<file path="config.mk">
export PLATFORM = sky130hd
export DESIGN_NAME = commit_trace_buffer
export DESIGN_NICKNAME = d
export VERILOG_FILES = /design/src/rtl/commit_trace_buffer.sv
export SDC_FILE = /design/constraint.sdc
export NUM_CORES = 1
export LEC_CHECK = 0
export ABC_AREA = 1
export CAP_MARGIN = 20
export CORE_AREA = 3 3 308 431
export DETAILED_ROUTE_END_ITERATION = 8
export DIE_AREA = 0 0 311 434
export PLACE_DENSITY = 0.75
export SLEW_MARGIN = 10
export SYNTH_ARGS = -nofsm -noshare
export SYNTH_HDL_FRONTEND = slang
export SYNTH_SLANG_ARGS = --single-unit
export TNS_END_PERCENT = 10
</file>
<file path="constraint.sdc">
create_clock -name Clk -period 18.8 [get_ports Clk]
set_input_delay 3.76 -clock Clk [delete_from_list [all_inputs] [get_ports Clk]]
set_output_delay 3.76 -clock Clk [all_outputs]
set_load 0.1 [all_outputs]
</file>
<file path="src/rtl/commit_trace_buffer.sv">
// Commit trace buffer: records WB register commits and MEM stores into a FWFT FIFO, plus event counters.
// Latency: a record pushed at edge N is presented on Rd_* after edge N; counters update at the same edge.
// Backpressure: Rd_Ready pops the head; pushes into a full FIFO without a pop are dropped and counted.
module commit_trace_buffer #(
  parameter int DEPTH = 16
) (
  input  logic                     Clk,
  input  logic                     Reset,
  input  logic                     Trace_En,
  input  logic                     WB_RegWrite,
  input  logic [4:0]               WB_WriteRegister,
  input  logic [31:0]              WB_WriteData,
  input  logic [31:0]              WB_PCPlus8,
  input  logic                     MEM_MemWrite,
  input  logic [31:0]              MEM_PCPlus8,
  input  logic                     ID_PCWrite,
  input  logic                     ID_BranchTaken,
  input  logic                     ID_DoJump,
  input  logic                     ID_DoJR,
  input  logic                     Rd_Ready,
  output logic                     Rd_Valid,
  output logic                     Rd_Type,
  output logic [15:0]              Rd_Cycle,
  output logic [31:0]              Rd_PC,
  output logic [4:0]               Rd_Reg,
  output logic [31:0]              Rd_Value,
  output logic [$clog2(DEPTH):0]   Level,
  output logic                     Overflow,
  output logic [15:0]              DropCount,
  output logic [15:0]              StallCount,
  output logic [15:0]              BranchCount,
  output logic [15:0]              JumpCount
);

  localparam int PTR_W = $clog2(DEPTH);
  localparam logic [PTR_W:0]   FULL_LVL = (PTR_W + 1)'(DEPTH);
  localparam logic [PTR_W:0]   LVL_ONE  = (PTR_W + 1)'(1);
  localparam logic [PTR_W-1:0] PTR_ONE  = PTR_W'(1);

  typedef struct packed {
    logic        typ;
    logic [15:0] cyc;
    logic [31:0] pc;
    logic [4:0]  rg;
    logic [31:0] val;
  } rec_t;

  rec_t             mem [DEPTH];
  rec_t             new_rec;
  rec_t             head_rec;
  logic [PTR_W-1:0] wr_ptr;
  logic [PTR_W-1:0] rd_ptr;
  logic [PTR_W:0]   level_q;
  logic [15:0]      cycle_cnt;
  logic             rd_vld;
  logic             pop;
  logic             push_req;
  logic             full;
  logic             push;
  logic             drop;

  // Saturating 16-bit increment; counters stick at 0xFFFF rather than wrapping.
  function automatic logic [15:0] sat_inc(input logic [15:0] v, input logic en);
    return (en && v != 16'hFFFF) ? v + 16'd1 : v;
  endfunction

  // Handshake decode: a full FIFO still accepts a push when the head leaves in the same cycle.
  assign rd_vld   = (level_q != '0);
  assign pop      = rd_vld & Rd_Ready;
  assign push_req = Trace_En & (WB_RegWrite | MEM_MemWrite);
  assign full     = (level_q == FULL_LVL);
  assign push     = push_req & (~full | pop);
  assign drop     = push_req & full & ~pop;

  // Build the candidate record; a WB commit wins over a simultaneous store.
  always_comb begin
    new_rec     = '0;
    new_rec.cyc = cycle_cnt;
    if (WB_RegWrite) begin
      new_rec.typ = 1'b0;
      new_rec.pc  = WB_PCPlus8 - 32'd8;
      new_rec.rg  = WB_WriteRegister;
      new_rec.val = WB_WriteData;
    end else begin
      new_rec.typ = 1'b1;
      new_rec.pc  = MEM_PCPlus8 - 32'd8;
    end
  end

  // Record storage; contents need no reset because the read side is gated by the occupancy.
  always_ff @(posedge Clk) begin
    if (!Reset && push) begin
      mem[wr_ptr] <= new_rec;
    end
  end

  // Pointer, occupancy and cycle stamp bookkeeping.
  always_ff @(posedge Clk) begin
    if (Reset) begin
      wr_ptr    <= '0;
      rd_ptr    <= '0;
      level_q   <= '0;
      cycle_cnt <= '0;
    end else begin
      cycle_cnt <= cycle_cnt + 16'd1;
      if (push) wr_ptr <= wr_ptr + PTR_ONE;
      if (pop)  rd_ptr <= rd_ptr + PTR_ONE;
      case ({push, pop})
        2'b10:   level_q <= level_q + LVL_ONE;
        2'b01:   level_q <= level_q - LVL_ONE;
        default: level_q <= level_q;
      endcase
    end
  end

  // Sticky overflow flag and event counters; only traced cycles are counted.
  always_ff @(posedge Clk) begin
    if (Reset) begin
      Overflow    <= 1'b0;
      DropCount   <= '0;
      StallCount  <= '0;
      BranchCount <= '0;
      JumpCount   <= '0;
    end else begin
      if (drop) Overflow <= 1'b1;
      DropCount   <= sat_inc(DropCount, drop);
      StallCount  <= sat_inc(StallCount, Trace_En & ~ID_PCWrite);
      BranchCount <= sat_inc(BranchCount, Trace_En & ID_BranchTaken);
      JumpCount   <= sat_inc(JumpCount, Trace_En & (ID_DoJump | ID_DoJR));
    end
  end

  // Head record is forced to zero whenever the FIFO is empty.
  assign head_rec = mem[rd_ptr];
  assign Rd_Valid = rd_vld;
  assign Rd_Type  = rd_vld ? head_rec.typ : 1'b0;
  assign Rd_Cycle = rd_vld ? head_rec.cyc : 16'd0;
  assign Rd_PC    = rd_vld ? head_rec.pc  : 32'd0;
  assign Rd_Reg   = rd_vld ? head_rec.rg  : 5'd0;
  assign Rd_Value = rd_vld ? head_rec.val : 32'd0;
  assign Level    = level_q;

endmodule

</file>
==> flow_metrics.py <==
metrics = {
    "run_status": {
        "status": "finished clean",
    },
    "critical_path": {
        "endpoint_kind": "primary output",
        "crit_family": "buffers and inverters",
        "crit_path_start_kind": "register",
        "path_cells": "buf_4 -> buf_4 -> buf_4 -> buf_16 -> buf_4 -> buf_16 -> o21ai_0 -> o221ai_1 -> o211ai_1 -> a21oi_1 -> clkdlybuf4s50_1",
        "reg2reg_to": "mem[5][46]",
        "crit_type": "register to primary output",
        "crit_top_cell": "buf_4",
        "path_max_fanout": 82,
        "rr_worst_depth": 8,
        "cp.required_ns": 15.04,
        "arrival_ns": 5.80,
        "critPathBufInv": 7,
        "slowest_delay_ns": 1.22,
        "slowest_stage": "clkdlybuf4s50_1",
        "r2r_start": "Level[0]",
        "ff2ff_setup_slack_ns": 14.85,
    },
    "global_routing": {
        "grt_pass1_vias": 39900,
        "grt_start_max_net_pins": 226,
        "grt_util_all_layers_pct": 23.1,
        "grt_pass1_wl_um": 238000,
        "grt_overflow_total": 0,
        "antenna_found_initial": 4,
    },
    "flow_run": {
        "maxCapViolCount": 0,
    },
    "synth": {
        "synthCells": 4651,
        "synth_cell_type_count": 54,
        "syn_area_mm2": 0.0593,
        "ys.flop_type": "edfxtp_1",
        "synth_edf_count": 1376,
        "ys_seq_area_share_pct": 73.0,
        "ys_ff_latch": 1474,
        "synth.top_cell.area_share_pct": 69.7,
        "yosysMostFrequentCell": "edfxtp_1",
        "synth_area_leaders": "edfxtp_1 (70%), o21ai_0 (6.1%), nor2_1 (5.0%), o221ai_1 (3.6%), dfxtp_1 (3.3%)",
        "synthArstFlopShare_pct": 0,
        "synth_top_area_cell": "edfxtp_1",
        "synth.avg_cell_area_um2": 12.8,
        "synth_commonest_cells": "edfxtp_1 (1376), nor2_1 (796), o21ai_0 (725), nand2_1 (258), clkbuf_1 (245)",
        "ys_warn_count": 0,
        "syn-num-nets": 4774,
    },
    "routing": {
        "ant_nets": 0,
        "vias": 40200,
        "viasPerCell": 6.02,
        "firstDrtPassIters": 6,
        "wl_per_cell_um": 23.8,
        "dr.first_iter.drc_count": 4655,
        "drcViolationCount": 0,
        "totalWireLength_um": 159000,
    },
    "placed_design": {
        "place_area_mm2": 0.0635,
        "place_congestion": 0.833,
        "dp_cells": 6404,
        "hpwlAfterDp_um": 80500,
        "port_buffers": 267,
        "pre_cts_ws_ns": 8.58,
    },
    "pwr": {
        "p_leak_nw": 21.8,
        "power_per_cell_area_mw_per_mm2": 137,
        "power_mw": 9.36,
        "ir_worst_vdd_mv": 0.124,
    },
    "hold_path": {
        "min_from": "rd_ptr[2]",
        "whs_path_depth": 2,
        "hp-class": "register to register",
    },
    "clocking": {
        "cts-root-buf": "clkbuf_16",
        "post_cts_buffers": 0,
        "clock_sinks": 1474,
        "ctsHoldBuffers": 0,
        "cts.clk_slew.worst_paths_ns": 0.06,
        "cts_resized": 0,
        "cts_buffers": 139,
        "cts_tree": "built",
        "cts.path.max_buffers": 3,
        "clk_latency_ns": 0.77,
        "htree_levels": 4,
    },
    "floorplanning": {
        "num_rows": 156,
        "coreArea_mm2": 0.129,
        "fp.dieH_um": 434,
        "die_area_mm2": 0.135,
        "ioPinCount": 268,
        "fp.dieW_um": 311,
        "start_util_pct": 45.9,
    },
    "sta": {
        "whs_ns": 0.484,
        "setup_viol": 0,
        "skew_ns": 0.0230,
        "max-slew-margin-rel_pct": 15.6,
        "rsz0062_at_grt": "false",
        "fin_setup_tns_ns": 0,
        "finalWorstSetupSlack_ns": 9.24,
        "period_needed_ns": 9.56,
        "max_freq_mhz": 105,
        "post-route-period-util_pct": 50.8,
        "slew_viol_final": 0,
        "final_hold_viol_count": 0,
        "max_slew.worst_pin.slew_ns": 1.27,
    },
    "cells_and_area": {
        "stdcell_area_mm2": 0.0684,
        "stdcell_count": 6684,
        "drive_gt1_share_pct": 7.10,
        "synthToLayoutAreaGrowth_pct": 15.3,
        "fin_util_pct": 52.9,
        "nNetsFinal": 4948,
    },
}
## per-layer routing
metal	routed length [um]	global-route usage [%]
met5	0	0
met4	6180	9.88
met3	15600	4.73
met2	78000	39.1
met1	59200	28.9
## worst register-to-register path, stage by stage, from the launching register on
cell and delay [ns]:
dfxtp_1 0.46, nor2_1 0.13, nand2_1 0.10, nor3_2 0.06, nor2_4 0.22, nand2_1 0.31
nor2_4 0.84, buf_4 0.65, buf_4 0.76
## kinds of logic after synthesis
family	share of synthesized area, %
buf+inv	3.22
fa+ha+maj	0.253
mux	0.243
compound gates	13.7
xor+xnor	0.694
simple gates	8.87
flops	73.0
## worst max path at each step
stage | endpoint | slack (ns) | depth (start not counted)
after CTS | Rd_Value[6] | 7.69 | 9
after global routing | Rd_PC[31] | 9.03 | 10
after detailed placement | Rd_PC[22] | 8.58 | 9
final | Rd_Value[6] | 9.24 | 11
after floorplan | mem[11][0] | 10.25 | 6
after global placement | Rd_PC[22] | 8.76 | 9
## flip-flops by register name (all words and copies together), names as in the netlist, named ones only
| signal | count |
|---|---|
| StallCount | 16 |
| wr_ptr | 4 |
| rd_ptr | 4 |
| Overflow | 1 |
| Level | 5 |
| BranchCount | 16 |
| DropCount | 16 |
| mem | 1376 |
| cycle_cnt | 16 |
| JumpCount | 16 |
## layout make-up
cell class	count	area, um2
antenna	5	12.5
clock buffer	167	3660
clock inverter	90	871
fill	10500	60900
inverter	154	601
multi-input combinational	2704	14200
sequential	1474	43300
tap	1738	2170
timing repair buffer	352	3500
## cells in the final DEF (no fill, tap or decap), types with 7 or more instances in the layout
master	Yosys	layout
dfxtp_1	98	94
clkinv_2	0	17
mux2i_1	8	8
clkdlybuf4s50_1	0	264
o221ai_1	244	244
xor2_1	32	32
ha_1	12	12
clkbuf_1	245	24
o22ai_1	100	100
nor3_1	27	27
o21ai_0	725	725
nor2_1	796	780
buf_4	5	74
nand4_1	23	23
nand2_1	258	258
nand2_2	7	7
nor2_4	3	19
bufinv_16	0	14
o21ai_1	13	13
nor3_2	7	7
nand3_1	127	127
clkbuf_16	0	142
xnor2_1	15	14
a21oi_1	152	152
buf_16	0	8
edfxtp_1	1376	1376
o211ai_1	102	102
clkinv_1	1	43
inv_1	144	143
## where the power goes
part	internal (mW)	switching, mW	leakage, nW
combinational	0.647	2.26	6.25
sequential	3.62	0.0283	13.4
clock	1.59	1.21	2.20
Note: power is estimated with default switching activity, not from simulation.
